**src/rtl/layer_4_window_buffer_pkg.sv**
```systemverilog
// Shared constants for the layer-3 pool / layer-4 window stages.
// Also holds the window-buffer state encoding.
package layer_4_window_buffer_pkg;

   localparam int L4_DATA_W     = 8;
   localparam int L4_FM_SIZE    = 12;
   localparam int L4_K_SIZE     = 3;
   localparam int L4_ADDR_W     = 8;
   localparam int L4_OUT_SIZE   = L4_FM_SIZE - L4_K_SIZE + 1;
   localparam int L4_FM_PIXELS  = L4_FM_SIZE * L4_FM_SIZE;
   localparam int L4_WIN_PIXELS = L4_OUT_SIZE * L4_OUT_SIZE * L4_K_SIZE * L4_K_SIZE;

   typedef enum logic [1:0] {
      ST_IDLE = 2'b00,
      ST_RUN  = 2'b01
   } state_t;

endpackage

```
**src/rtl/layer_4_window_buffer_skid.sv**
```systemverilog
// Two-entry valid/ready skid buffer; entry 0 drives the output registers.
// Absorbs the one-cycle RAM read latency while the consumer stalls.
module fm_skid_buffer #(
   parameter int WIDTH = 10
) (
   input  logic             clk,
   input  logic             rst,
   input  logic             in_valid,
   input  logic [WIDTH-1:0] in_data,
   output logic             out_valid,
   output logic [WIDTH-1:0] out_data,
   input  logic             out_ready,
   output logic [1:0]       count
);

   logic             v0, v1;
   logic [WIDTH-1:0] d0, d1;
   logic             pop;

   assign pop       = v0 && out_ready;
   assign out_valid = v0;
   assign out_data  = d0;
   assign count     = {1'b0, v0} + {1'b0, v1};

   always_ff @(posedge clk) begin
      if (!rst) begin
         v0 <= 1'b0;
         v1 <= 1'b0;
         d0 <= '0;
         d1 <= '0;
      end else begin
         case ({in_valid, pop})
            2'b10: begin
               if (!v0) begin
                  d0 <= in_data;
                  v0 <= 1'b1;
               end else begin
                  d1 <= in_data;
                  v1 <= 1'b1;
               end
            end
            2'b01: begin
               d0 <= d1;
               v0 <= v1;
               v1 <= 1'b0;
            end
            2'b11: begin
               // Entry 1 shifts forward and the new word takes its place.
               if (v1) begin
                  d0 <= d1;
                  d1 <= in_data;
               end else begin
                  d0 <= in_data;
               end
            end
            default: ;
         endcase
      end
   end

endmodule

```
**src/rtl/layer_4_window_buffer.sv**
```systemverilog
// Captures the pooled 12x12 map into RAM and replays it as 3x3 valid windows,
// starting each window row as soon as the input rows it needs are written.
module layer_4_window_buffer
   import layer_4_window_buffer_pkg::*;
#(
   parameter int DATA_W  = L4_DATA_W,
   parameter int FM_SIZE = L4_FM_SIZE,
   parameter int K_SIZE  = L4_K_SIZE,
   parameter int ADDR_W  = L4_ADDR_W
) (
   input  logic              clk,
   input  logic              rst,
   input  logic              layer_4_begin,
   input  logic [DATA_W-1:0] d_in,
   input  logic              relu_3_ready,
   output logic [DATA_W-1:0] pix_out,
   output logic              pix_valid,
   input  logic              pix_ready,
   output logic              pix_first,
   output logic              pix_last,
   output logic              fill_complete,
   output logic              layer_4_complete
);

   localparam int OUT_SIZE  = FM_SIZE - K_SIZE + 1;
   localparam int FM_PIXELS = FM_SIZE * FM_SIZE;
   localparam int CNT_W     = ADDR_W + 1;
   localparam int OW        = $clog2(OUT_SIZE);
   localparam int KW        = $clog2(K_SIZE);

   localparam logic [CNT_W-1:0]  FM_PIX_C   = CNT_W'(FM_PIXELS);
   localparam logic [CNT_W-1:0]  GATE_INIT  = CNT_W'(K_SIZE * FM_SIZE);
   localparam logic [CNT_W-1:0]  GATE_STEP  = CNT_W'(FM_SIZE);
   localparam logic [ADDR_W-1:0] ROW_STEP   = ADDR_W'(FM_SIZE - K_SIZE + 1);
   localparam logic [ADDR_W-1:0] WRAP_STEP  = ADDR_W'(K_SIZE);
   localparam logic [OW-1:0]     OUT_LAST   = OW'(OUT_SIZE - 1);
   localparam logic [KW-1:0]     K_LAST     = KW'(K_SIZE - 1);

   state_t            state;
   logic [CNT_W-1:0]  wr_cnt;
   logic [CNT_W-1:0]  gate_thr;
   logic [OW-1:0]     out_r, out_c;
   logic [KW-1:0]     k_r, k_c;
   logic [ADDR_W-1:0] rd_addr, win_base;
   logic              rd_done;

   logic [DATA_W-1:0] mem [FM_PIXELS];
   logic [DATA_W-1:0] rd_data;
   logic              rd_vld, rd_first, rd_last;

   logic              wr_en, issue, pop, last_pop, space_ok;
   logic [1:0]        skid_cnt;
   logic [2:0]        occ_next;

   assign wr_en    = (state == ST_RUN) && relu_3_ready && (wr_cnt < FM_PIX_C);
   assign pop      = pix_valid && pix_ready;
   // Occupancy after this cycle's push/pop; the new issue lands one cycle later.
   assign occ_next = {1'b0, skid_cnt} + {2'b00, rd_vld} - {2'b00, pop};
   assign space_ok = occ_next < 3'd2;
   assign issue    = (state == ST_RUN) && !rd_done && (wr_cnt >= gate_thr) && space_ok;
   assign last_pop = pop && rd_done && !rd_vld && (skid_cnt == 2'd1);

   always_ff @(posedge clk) begin
      if (wr_en) mem[wr_cnt[ADDR_W-1:0]] <= d_in;
      if (issue) rd_data <= mem[rd_addr];
   end

   always_ff @(posedge clk) begin
      if (!rst) begin
         state            <= ST_IDLE;
         wr_cnt           <= '0;
         gate_thr         <= GATE_INIT;
         out_r            <= '0;
         out_c            <= '0;
         k_r              <= '0;
         k_c              <= '0;
         rd_addr          <= '0;
         win_base         <= '0;
         rd_done          <= 1'b0;
         rd_vld           <= 1'b0;
         rd_first         <= 1'b0;
         rd_last          <= 1'b0;
         fill_complete    <= 1'b0;
         layer_4_complete <= 1'b0;
      end else begin
         fill_complete    <= 1'b0;
         layer_4_complete <= 1'b0;
         rd_vld           <= issue;
         rd_first         <= issue && (k_r == '0) && (k_c == '0);
         rd_last          <= issue && (k_r == K_LAST) && (k_c == K_LAST);
         case (state)
            ST_IDLE: begin
               if (layer_4_begin) begin
                  state    <= ST_RUN;
                  wr_cnt   <= '0;
                  gate_thr <= GATE_INIT;
                  out_r    <= '0;
                  out_c    <= '0;
                  k_r      <= '0;
                  k_c      <= '0;
                  rd_addr  <= '0;
                  win_base <= '0;
                  rd_done  <= 1'b0;
               end
            end
            ST_RUN: begin
               if (wr_en) begin
                  wr_cnt <= wr_cnt + 1'b1;
                  if (wr_cnt == FM_PIX_C - 1'b1) fill_complete <= 1'b1;
               end
               if (issue) begin
                  // Address walks by deltas: +1 along a kernel row, +ROW_STEP to the
                  // next kernel row, then back to the next window base.
                  if (k_c != K_LAST) begin
                     k_c     <= k_c + 1'b1;
                     rd_addr <= rd_addr + 1'b1;
                  end else if (k_r != K_LAST) begin
                     k_c     <= '0;
                     k_r     <= k_r + 1'b1;
                     rd_addr <= rd_addr + ROW_STEP;
                  end else begin
                     k_c <= '0;
                     k_r <= '0;
                     if (out_c != OUT_LAST) begin
                        out_c    <= out_c + 1'b1;
                        win_base <= win_base + 1'b1;
                        rd_addr  <= win_base + 1'b1;
                     end else if (out_r != OUT_LAST) begin
                        out_c    <= '0;
                        out_r    <= out_r + 1'b1;
                        win_base <= win_base + WRAP_STEP;
                        rd_addr  <= win_base + WRAP_STEP;
                        gate_thr <= gate_thr + GATE_STEP;
                     end else begin
                        rd_done <= 1'b1;
                     end
                  end
               end
               if (last_pop) begin
                  layer_4_complete <= 1'b1;
                  state            <= ST_IDLE;
               end
            end
            default: state <= ST_IDLE;
         endcase
      end
   end

   fm_skid_buffer #(
      .WIDTH(DATA_W + 2)
   ) u_skid (
      .clk      (clk),
      .rst      (rst),
      .in_valid (rd_vld),
      .in_data  ({rd_data, rd_first, rd_last}),
      .out_valid(pix_valid),
      .out_data ({pix_out, pix_first, pix_last}),
      .out_ready(pix_ready),
      .count    (skid_cnt)
   );

endmodule

```
**config.mk**
```make
export PLATFORM = sky130hd
export DESIGN_NAME = layer_4_window_buffer
export DESIGN_NICKNAME = d
export VERILOG_FILES = /design/src/rtl/layer_4_window_buffer_pkg.sv /design/src/rtl/layer_4_window_buffer_skid.sv /design/src/rtl/layer_4_window_buffer.sv
export SDC_FILE = /design/constraint.sdc
export NUM_CORES = 1
export LEC_CHECK = 0
export CAP_MARGIN = 20
export CELL_PAD_IN_SITES_DETAIL_PLACEMENT = 0
export CELL_PAD_IN_SITES_GLOBAL_PLACEMENT = 1
export CORE_AREA = 2 2 268 322
export DETAILED_ROUTE_END_ITERATION = 8
export DIE_AREA = 0 0 270 324
export HOLD_SLACK_MARGIN = 0.12
export PLACE_DENSITY = 0.79
export REMOVE_ABC_BUFFERS = 1
export SKIP_LAST_GASP = 1
export SLEW_MARGIN = 20
export SYNTH_ARGS = -nofsm -noshare
export SYNTH_HDL_FRONTEND = slang
export SYNTH_SLANG_ARGS = --single-unit
```
**constraint.sdc**
```tcl
create_clock -name clk -period 10 [get_ports clk]
set_clock_uncertainty 0.1 [all_clocks]
set_input_delay 2 -clock clk [delete_from_list [all_inputs] [get_ports clk]]
set_output_delay 2 -clock clk [all_outputs]
set_load 0.01 [all_outputs]
```
Yosys cells after proc, flatten, opt, wreduce, memory -nomap -nowiden --
Memory sizes are Yosys's and may differ from the RTL's. A register that Yosys moved wholly into a read port is not among the register bits. Index checks and enable logic that the tools add are counted.
Cells by class: equal/unequal tests 26, magnitude comparators 3, add/subtract/negate cells 13, multiplexer cells 65, reductions and logical operators 35
Operator list (number):
- $mux 8 | 9
- $mux 9 | 8
- $mux 4 | 11
- $mux 10 | 4
- $pmux 9 s2 | 2
- $pmux 8 s2 | 2
- $pmux 10 s3 | 1
- $ne 2x2->1 const B | 11
- $pmux 10 s2 | 1
- $add 8x1->8 const B | 2
- $mux 2 | 8
- $pmux 4 s2 | 2
- $reduce_and 7->1 | 2
- $logic_and 1x1->1 | 13
- $pmux 2 s2 | 3
- $reduce_and 3->1 | 4
- $mux 1 | 11
- $add 9x1->9 const B | 1
- $add 9x4->9 const B | 1
- $eq 9x8->1 const B | 1
- $ge 9x9->1 | 1
- $lt 9x8->1 const B | 1
- $add 4x1->4 const B | 2
- $add 8x2->8 const B | 1
- other kinds (20) | 40
Word-level totals: memory bits (writable) 1152, memories 1, register bits 76
Memories:
- mem | words 144, bits a word 8, rd ports 1, clocked after memory_dff 1, write ports 1, line layer_4_window_buffer.sv:47 | logic [DATA_W-1:0] mem [FM_PIXELS];

Depth between registers and ports, before layout --
Gate-level depths: netlist of run 1.
depth in word-level cells 7, depth in mapped cells 13, gate-level depth less buffers 12

Cells and area by module --
A second synthesis of run 1 with hierarchy kept.
Second synthesis, totals: cells, all modules 2701, area, all modules 49551.3 µm²
Modules (own cells, without submodules):
- layer_4_window_buffer | sequential area each 35854.4 µm², instances 1, cells an instance 2591, area each 48586.6 µm²
- fm_skid_buffer | sequential area each 440.4 µm², instances 1, cells an instance 110, area each 964.7 µm²

Worst setup path after synthesis of run 1 --
OpenSTA, ideal clock, no wires.
kind input -> register, start input pix_ready, end register rd_addr[6], buffers on the path 0, data arrival time 4393 ps, stages 12, setup slack 5437 ps, path through nand2_1 > inv_1 > ha_1 > xor2_1 > ha_1 > a2111oi_2 > nand2_1 > a21o_1 > nand2_1 > o21ai_1 > or3_1 > a21oi_1
On the way: longest elaborated chain between the ends 6
RTL lines:
- start: declaration | line layer_4_window_buffer.sv:18 | input logic pix_ready,
- $logic_and 1x1->1 | line layer_4_window_buffer.sv:56 | assign pop = pix_valid && pix_ready;
- $sub 3x1->3 | line layer_4_window_buffer.sv:58 | assign occ_next = {1'b0, skid_cnt} + {2'b00, rd_vld} - {2'b00, pop};
- $lt 3x2->1 | line layer_4_window_buffer.sv:59 | assign space_ok = occ_next < 3'd2;
- $logic_and 1x1->1 | line layer_4_window_buffer.sv:60 | assign issue = (state == ST_RUN) && !rd_done && (wr_cnt >= gate_thr) && space_ok;
- net issue | line layer_4_window_buffer.sv:51 | logic wr_en, issue, pop, last_pop, space_ok;
- $ne 2x2->1 (no source line)
- $reduce_and 4->1 (no source line)
- end signal: assignment | line layer_4_window_buffer.sv:116 | rd_addr <= rd_addr + 1'b1;
- end signal: assignment | line layer_4_window_buffer.sv:120 | rd_addr <= rd_addr + ROW_STEP;
- end signal: assignment | line layer_4_window_buffer.sv:127 | rd_addr <= win_base + 1'b1;
- end: declaration | line layer_4_window_buffer.sv:44 | logic [ADDR_W-1:0] rd_addr, win_base;
The timed path passes the listed nets, and every way through them passes these cells. A chain may end at the register's enable or synchronous reset.

Final worst setup path of run 1 --
start input relu_3_ready, end memory mem[121][5] (netlist bit) (enable)
On the way: longest elaborated chain between the ends 4
RTL lines:
- start: declaration | line layer_4_window_buffer.sv:15 | input logic relu_3_ready,
- $logic_and 1x1->1 (2 in series) | line layer_4_window_buffer.sv:55 | assign wr_en = (state == ST_RUN) && relu_3_ready && (wr_cnt < FM_PIX_C);
- $mux 1 | line layer_4_window_buffer.sv:64 | if (wr_en) mem[wr_cnt[ADDR_W-1:0]] <= d_in;
- $mux 1 (not written as such) | line layer_4_window_buffer.sv:64
- end: declaration | line layer_4_window_buffer.sv:47
Every way passes these cells.

==> metrics.cfg, run 1 <==
[floorplan]
floorplan.initialDensity_pct = 58.5
die_y_microns = 324
die_area_sq_um = 87500
core_sq_um = 84500
io-pin-count = 26
die_x_microns = 270
rows = 117

[timing]
report.final.slew_viol_count = 0
finalHoldViolations = 0
tightest_slew_ns = 1.17
min_period_ns = 5.28
finalCritPeriodShare_pct = 52.8
rsz0062_at_grt = no
setup_viol = 0
fmax_ghz = 0.190
slew_headroom_pct = 22.0

[power_and_ir_drop]
p_seq_share_pct = 55.2
power_density_nw_per_um2 = 189
p_clk_share_pct = 42.1
intPower_mw = 8.15
swShare_pct = 20.3
power_switching_mw = 2.07
p_comb_share_pct = 2.6
ir_worst_vdd_uv = 128
total_power_mw = 10.2
power_leakage_nw = 16.4

[routing]
vias_per_cell = 6.66
drtAntennaViolNets = 0
dr.pass1.iters = 6
vias = 26500
drc_errors = 0
first_iter_violations = 3634
wl_microns = 126000
drt-wirelength-per-cell_microns = 31.6

[global_routing]
antenna_found_initial = 2
grt_max_degree = 104
overflow = 0
first_global_vias = 26300
gr-usage-met3_pct = 5.46
grt_use_met2_pct = 47.6
busiest_layer = met2
track_usage_pct = 29.1
use_met1_pct = 39.1
grt_pass1_wl_microns = 183000

[setup_path]
worstReg2RegStart = rd_addr[1]$_SDFFE_PN0P_
critPathBufInv = 1
cpMaxStageDelayCell = nand3_1
crit_chain = clkdlybuf4s50_1, nor3b_2, and2_1, nand3_1, nor2_1
worstPathRequired_ns = 10.21
slowest_delay_ns = 0.98
ff2ff_setup_slack_ns = 5.10
cp-end-kind = flip-flop
crit_fanout = 17
arrival_ns = 5.48
path_class = in2reg
r2r_cells = 10
reg2reg_to = rd_data[7]$_DFFE_PP_
start_kind = input pin
critPathTopFamily = simple AND/OR/NAND/NOR gates

[status]
status = completed

[logic_synthesis]
syn_area_sq_um = 49400
syn_avg_cell_area_sq_um = 18.1
synth_edf_count = 1160
ys_seq_area_share_pct = 73.5
synth-seq-cells = 1233
synthArstFlopShare_pct = 0
ys.warnings.count = 0
synth_fa_ha_area_share_pct = 0.674
synth.area.top_cells = edfxtp_1 (71%), mux4_2 (11%), mux2i_1 (3.2%)
yosysTopAreaCell = edfxtp_1
synth_mux_area_share_pct = 13.9
synthSimpleGateAreaFrac_pct = 4.72
synth_compound_area_share_pct = 4.63
synth_top_area_share_pct = 70.5
synth_xor_area_share_pct = 0.408
syn_inst = 2723
synth_top_family_by_area = multiplexers
ys_types = 75
synth_flop_cell = edfxtp_1

[final_layout]
layout_common_cells = edfxtp_1 (1160), mux4_2 (231), nor2_1 (228)
final_common_cell = edfxtp_1
final_util_pct = 64.1
fin_nets = 2792
drive_above_1_share_pct = 16.7
area_growth_pct = 9.64

[clocking]
path_clk_slew_ns = 0.06
cts_htree_levels = 3
postCtsSetupBuffers = 0
numCtsBuffers = 115
cts_resized = 0
cts_tree = done
ctsLongestPathBuffers = 3
clk_latency_ns = 0.69
postCtsHoldBufs = 0
root_buffer = clkbuf_16
clkSinkCount = 1233

[run]
drv_cap = 0

[placement]
dpl.hpwl_microns = 78300
port_buffers = 25
gp_congestion = 0.905

[worst_hold_path]
hold_path_depth = 2
min_from = win_base[7]$_SDFFE_PN0P_
min_to = win_base[7]$_SDFFE_PN0P_
hp-class = reg2reg

==> layer usage <==
metal  vias up  wire [microns]
met4         4            5110
met5         -              23
met2      1523           61500
li1      11000               -
met3       243           11900
met1     13700           47300
==> tightest hold or removal path, cell delays in order (launching register included) <==
cell and delay [ns]:
dfxtp_1 0.32, nand2_1 0.06, a21oi_1 0.05
==> cells in the mapped netlist (all sizes together), types with 7 or more instances <==
library cell	number
nand2b	7
nand3	78
a21oi	77
o22ai	7
edfxtp	1160
mux4	231
nor3	17
o21ai	67
a22o	7
nor2	231
mux2i	156
inv	24
clkbuf	64
a211oi	21
nand2	122
a31oi	16
a221oi	41
dfxtp	73
a22oi	34
ha	25
xnor2	14
mux2	7
or3	8
xor2	9
nand4	19
o211ai	9
buf	94
nor2b	14
==> area by class of cell <==
cell class | instances | area, sq um
fill | 5760 | 30300
sequential | 1233 | 36300
multi-input combinational | 1306 | 12000
clock inverter | 69 | 647
clock buffer | 145 | 3030
timing repair buffer | 71 | 617
inverter | 26 | 97.6
tap | 1130 | 1410
antenna | 2 | 5.00
==> metrics by stage <==
| step | hold WS [ns] | std cells | cell area [sq um] | worst slack [ns] | TNS (ns) |
|---|---|---|---|---|---|
| 2_1_floorplan | 0.344 | 2565 | 48400 | -5.24 | -76.68 |
| 3_3_place_gp | 0.367 | 3764 | 50400 | 4.28 | 0 |
| 3_5_place_dp | 0.369 | 3765 | 50400 | 4.15 | 0 |
| 4_1_cts | 0.378 | 3979 | 54100 | 4.88 | 0 |
| 5_1_grt | 0.400 | 3980 | 54100 | 4.65 | 0 |
| 6_report | 0.379 | 3982 | 54100 | 4.72 | 0 |
==> worst max-delay path by stage <==
stage | startpoint | endpoint | slack (ns) | cells past startpoint
floorplan | rd_addr[0]$_SDFFE_PN0P_ | rd_data[1]$_DFFE_PP_ | -5.24 | 5
global placement | relu_3_ready | mem[138][1]$_DFFE_PP_ | 4.28 | 5
detailed placement | relu_3_ready | mem[121][4]$_DFFE_PP_ | 4.15 | 5
CTS | relu_3_ready | mem[57][1]$_DFFE_PP_ | 4.88 | 5
global route | relu_3_ready | mem[57][1]$_DFFE_PP_ | 4.65 | 5
finish | relu_3_ready | mem[121][5]$_DFFE_PP_ | 4.72 | 5
==> sequential cells by signal (all words and copies together), names as in the netlist, 2 cells and up <==
register,flops
k_c,2
rd_addr,8
out_r,4
win_base,8
wr_cnt,9
u_skid.d1,10
k_r,2
mem,1152
out_c,4
u_skid.out_data,10
rd_data,8
gate_thr,7
==> power groups by stage <==
stage / registers [mW] / clock network, mW / logic [mW]
floorplan: 5.78 / 0 / 0.185
global route: 5.65 / 4.56 / 0.286
global placement: 5.76 / 0 / 0.263
CTS: 5.65 / 4.34 / 0.269
finish: 5.65 / 4.31 / 0.270
detailed placement: 5.76 / 0 / 0.269
==> kinds of logic after synthesis <==
kind of cell	after synthesis
mux	394
buf+inv	184
flops	1233
fa+ha+maj	26
xor+xnor	23
simple gates	527
compound gates	336
Note: power is estimated with default switching activity, not from simulation.
==> inputs of run 2 (changes only) <==
- CORE_AREA: 2 2 268 322 -> 2 2 290 350
- DIE_AREA: 0 0 270 324 -> 0 0 292 352
- PLACE_DENSITY: 0.79 -> 0.71
- clock period: 10 -> 4.6 ns (I/O delays scaled with it)
==> metrics.cfg, run 2 (synthesized netlist as in run 1, its figures left out) <==
[status]
status = completed

[final_layout]
n_fill_cell = 7455
final_util_pct = 56.6
diodes = 0
multiInputGateArea_sq_um = 12000
area_growth_pct = 13.8
regArea_sq_um = 36300
final_common_cell = edfxtp_1
drive_above_1_share_pct = 22.3
layout_common_cells = edfxtp_1 (1160), buf_4 (238), mux4_2 (231)
fin_nets = 2997
largest_reg_flops = 1152
final_cells = 4342

[floorplan]
core_sq_um = 99300
io-pin-count = 26
die_area_sq_um = 103000
die_y_microns = 352
die_x_microns = 292
floorplan.initialDensity_pct = 49.7
rows = 127

[clocking]
cts_resized = 0
postCtsSetupBuffers = 0
ctsLongestPathBuffers = 3
postCtsHoldBufs = 0
clk_latency_ns = 0.72
path_clk_slew_ns = 0.06
numCtsBuffers = 117
clkSinkCount = 1233
root_buffer = clkbuf_16
cts_tree = done
cts_htree_levels = 3

[setup_path]
crit_fanout = 35
worstReg2RegStart = rd_addr[0]$_SDFFE_PN0P_
start_kind = flip-flop
r2r_cells = 10
cp-end-kind = flip-flop
worstPathRequired_ns = 4.90
ff2ff_setup_slack_ns = 0.91
arrival_ns = 3.98
path_class = reg2reg
reg2reg_to = rd_data[7]$_DFFE_PP_

[worst_hold_path]
hold_path_depth = 2
hp-class = reg2reg
min_to = win_base[7]$_SDFFE_PN0P_
min_from = win_base[7]$_SDFFE_PN0P_

[routing]
drc_errors = 0
vias_per_cell = 6.13
dr.pass1.iters = 6
drt-wirelength-per-cell_microns = 29.4
vias = 26600
wl_microns = 128000
first_iter_violations = 2792
drtAntennaViolNets = 0

[power_and_ir_drop]
ir_worst_vdd_uv = 352
power_leakage_nw = 17.6
power_density_nw_per_um2 = 401

[global_routing]
antenna_found_initial = 0
first_global_vias = 26900
track_usage_pct = 25.1
overflow = 0
grt_max_degree = 145
grt_pass1_wl_microns = 187000

[timing]
finalHoldViolations = 0
min_period_ns = 3.69
tightest_slew_ns = 1.09
report.final.slew_viol_count = 0
setup_slack_ns = 0.914
finalCritPeriodShare_pct = 80.1
setup_tns_ns = 0
setup_viol = 0
slew_headroom_pct = 27.2
rsz0062_at_grt = no
fmax_ghz = 0.271

[placement]
dpl.hpwl_microns = 82900
dp.cells = 4129
dp_worst_setup_slack_ns = 0.453
port_buffers = 25
gp_congestion = 0.911

[run]
drv_cap = 0

run 2: worst max path at each step:
stage | end | from | depth (start not counted)
after floorplan | rd_data[1]$_DFFE_PP_ | rd_addr[0]$_SDFFE_PN0P_ | 5
final | rd_data[7]$_DFFE_PP_ | rd_addr[0]$_SDFFE_PN0P_ | 10
after detailed placement | k_r[1]$_SDFFE_PN0P_ | pix_ready | 14
after CTS | rd_data[7]$_DFFE_PP_ | rd_addr[0]$_SDFFE_PN0P_ | 10
after global placement | k_r[1]$_SDFFE_PN0P_ | pix_ready | 14
after global routing | rd_data[5]$_DFFE_PP_ | rd_addr[0]$_SDFFE_PN0P_ | 9
run 2: through the flow:
step | hold WS, ns | power, mW | cell area, sq um
after floorplan | 0.344 | 13.0 | 48400
after global placement | 0.355 | 13.1 | 52300
after detailed placement | 0.370 | 13.1 | 52400
after CTS | 0.379 | 22.7 | 56200
after global routing | 0.408 | 23.1 | 56200
final | 0.372 | 22.5 | 56200
run 2: per-layer routing:
metal	GRT usage, %	up-vias	wire (microns)
met4	8.39	0	4170
met2	41.5	1098	63400
met3	3.65	217	8710
met5	0	-	0
met1	34.3	13800	51500
li1	-	11500	-
run 2: final cells by class:
class / count / share of cell area (%)
repair buffers: 274 / 4.14
clock buffers: 149 / 5.53
multi-input cells: 1306 / 21.4
clock inverters: 64 / 1.31
well taps: 1290 / 2.87
flip-flops and latches: 1233 / 64.6
inverters: 26 / 0.174
run 2: where the power goes:
group / internal, mW / switching, mW / total [mW]
sequential: 12.3 / 0.00742 / 12.3
clock: 5.52 / 4.12 / 9.63
combinational: 0.206 / 0.412 / 0.618
total: 18.0 / 4.54 / 22.5
run 2: critical path, cell delays in order (launching register included):
cell and delay (ns):
dfxtp_4 0.52, buf_12 0.27, buf_12 0.32, mux4_2 0.59, mux2i_1 0.37, o21ai_0 0.14
nor3_1 0.32, nor3_1 0.16, a211oi_1 0.27, buf_4 0.18, a31oi_1 0.04
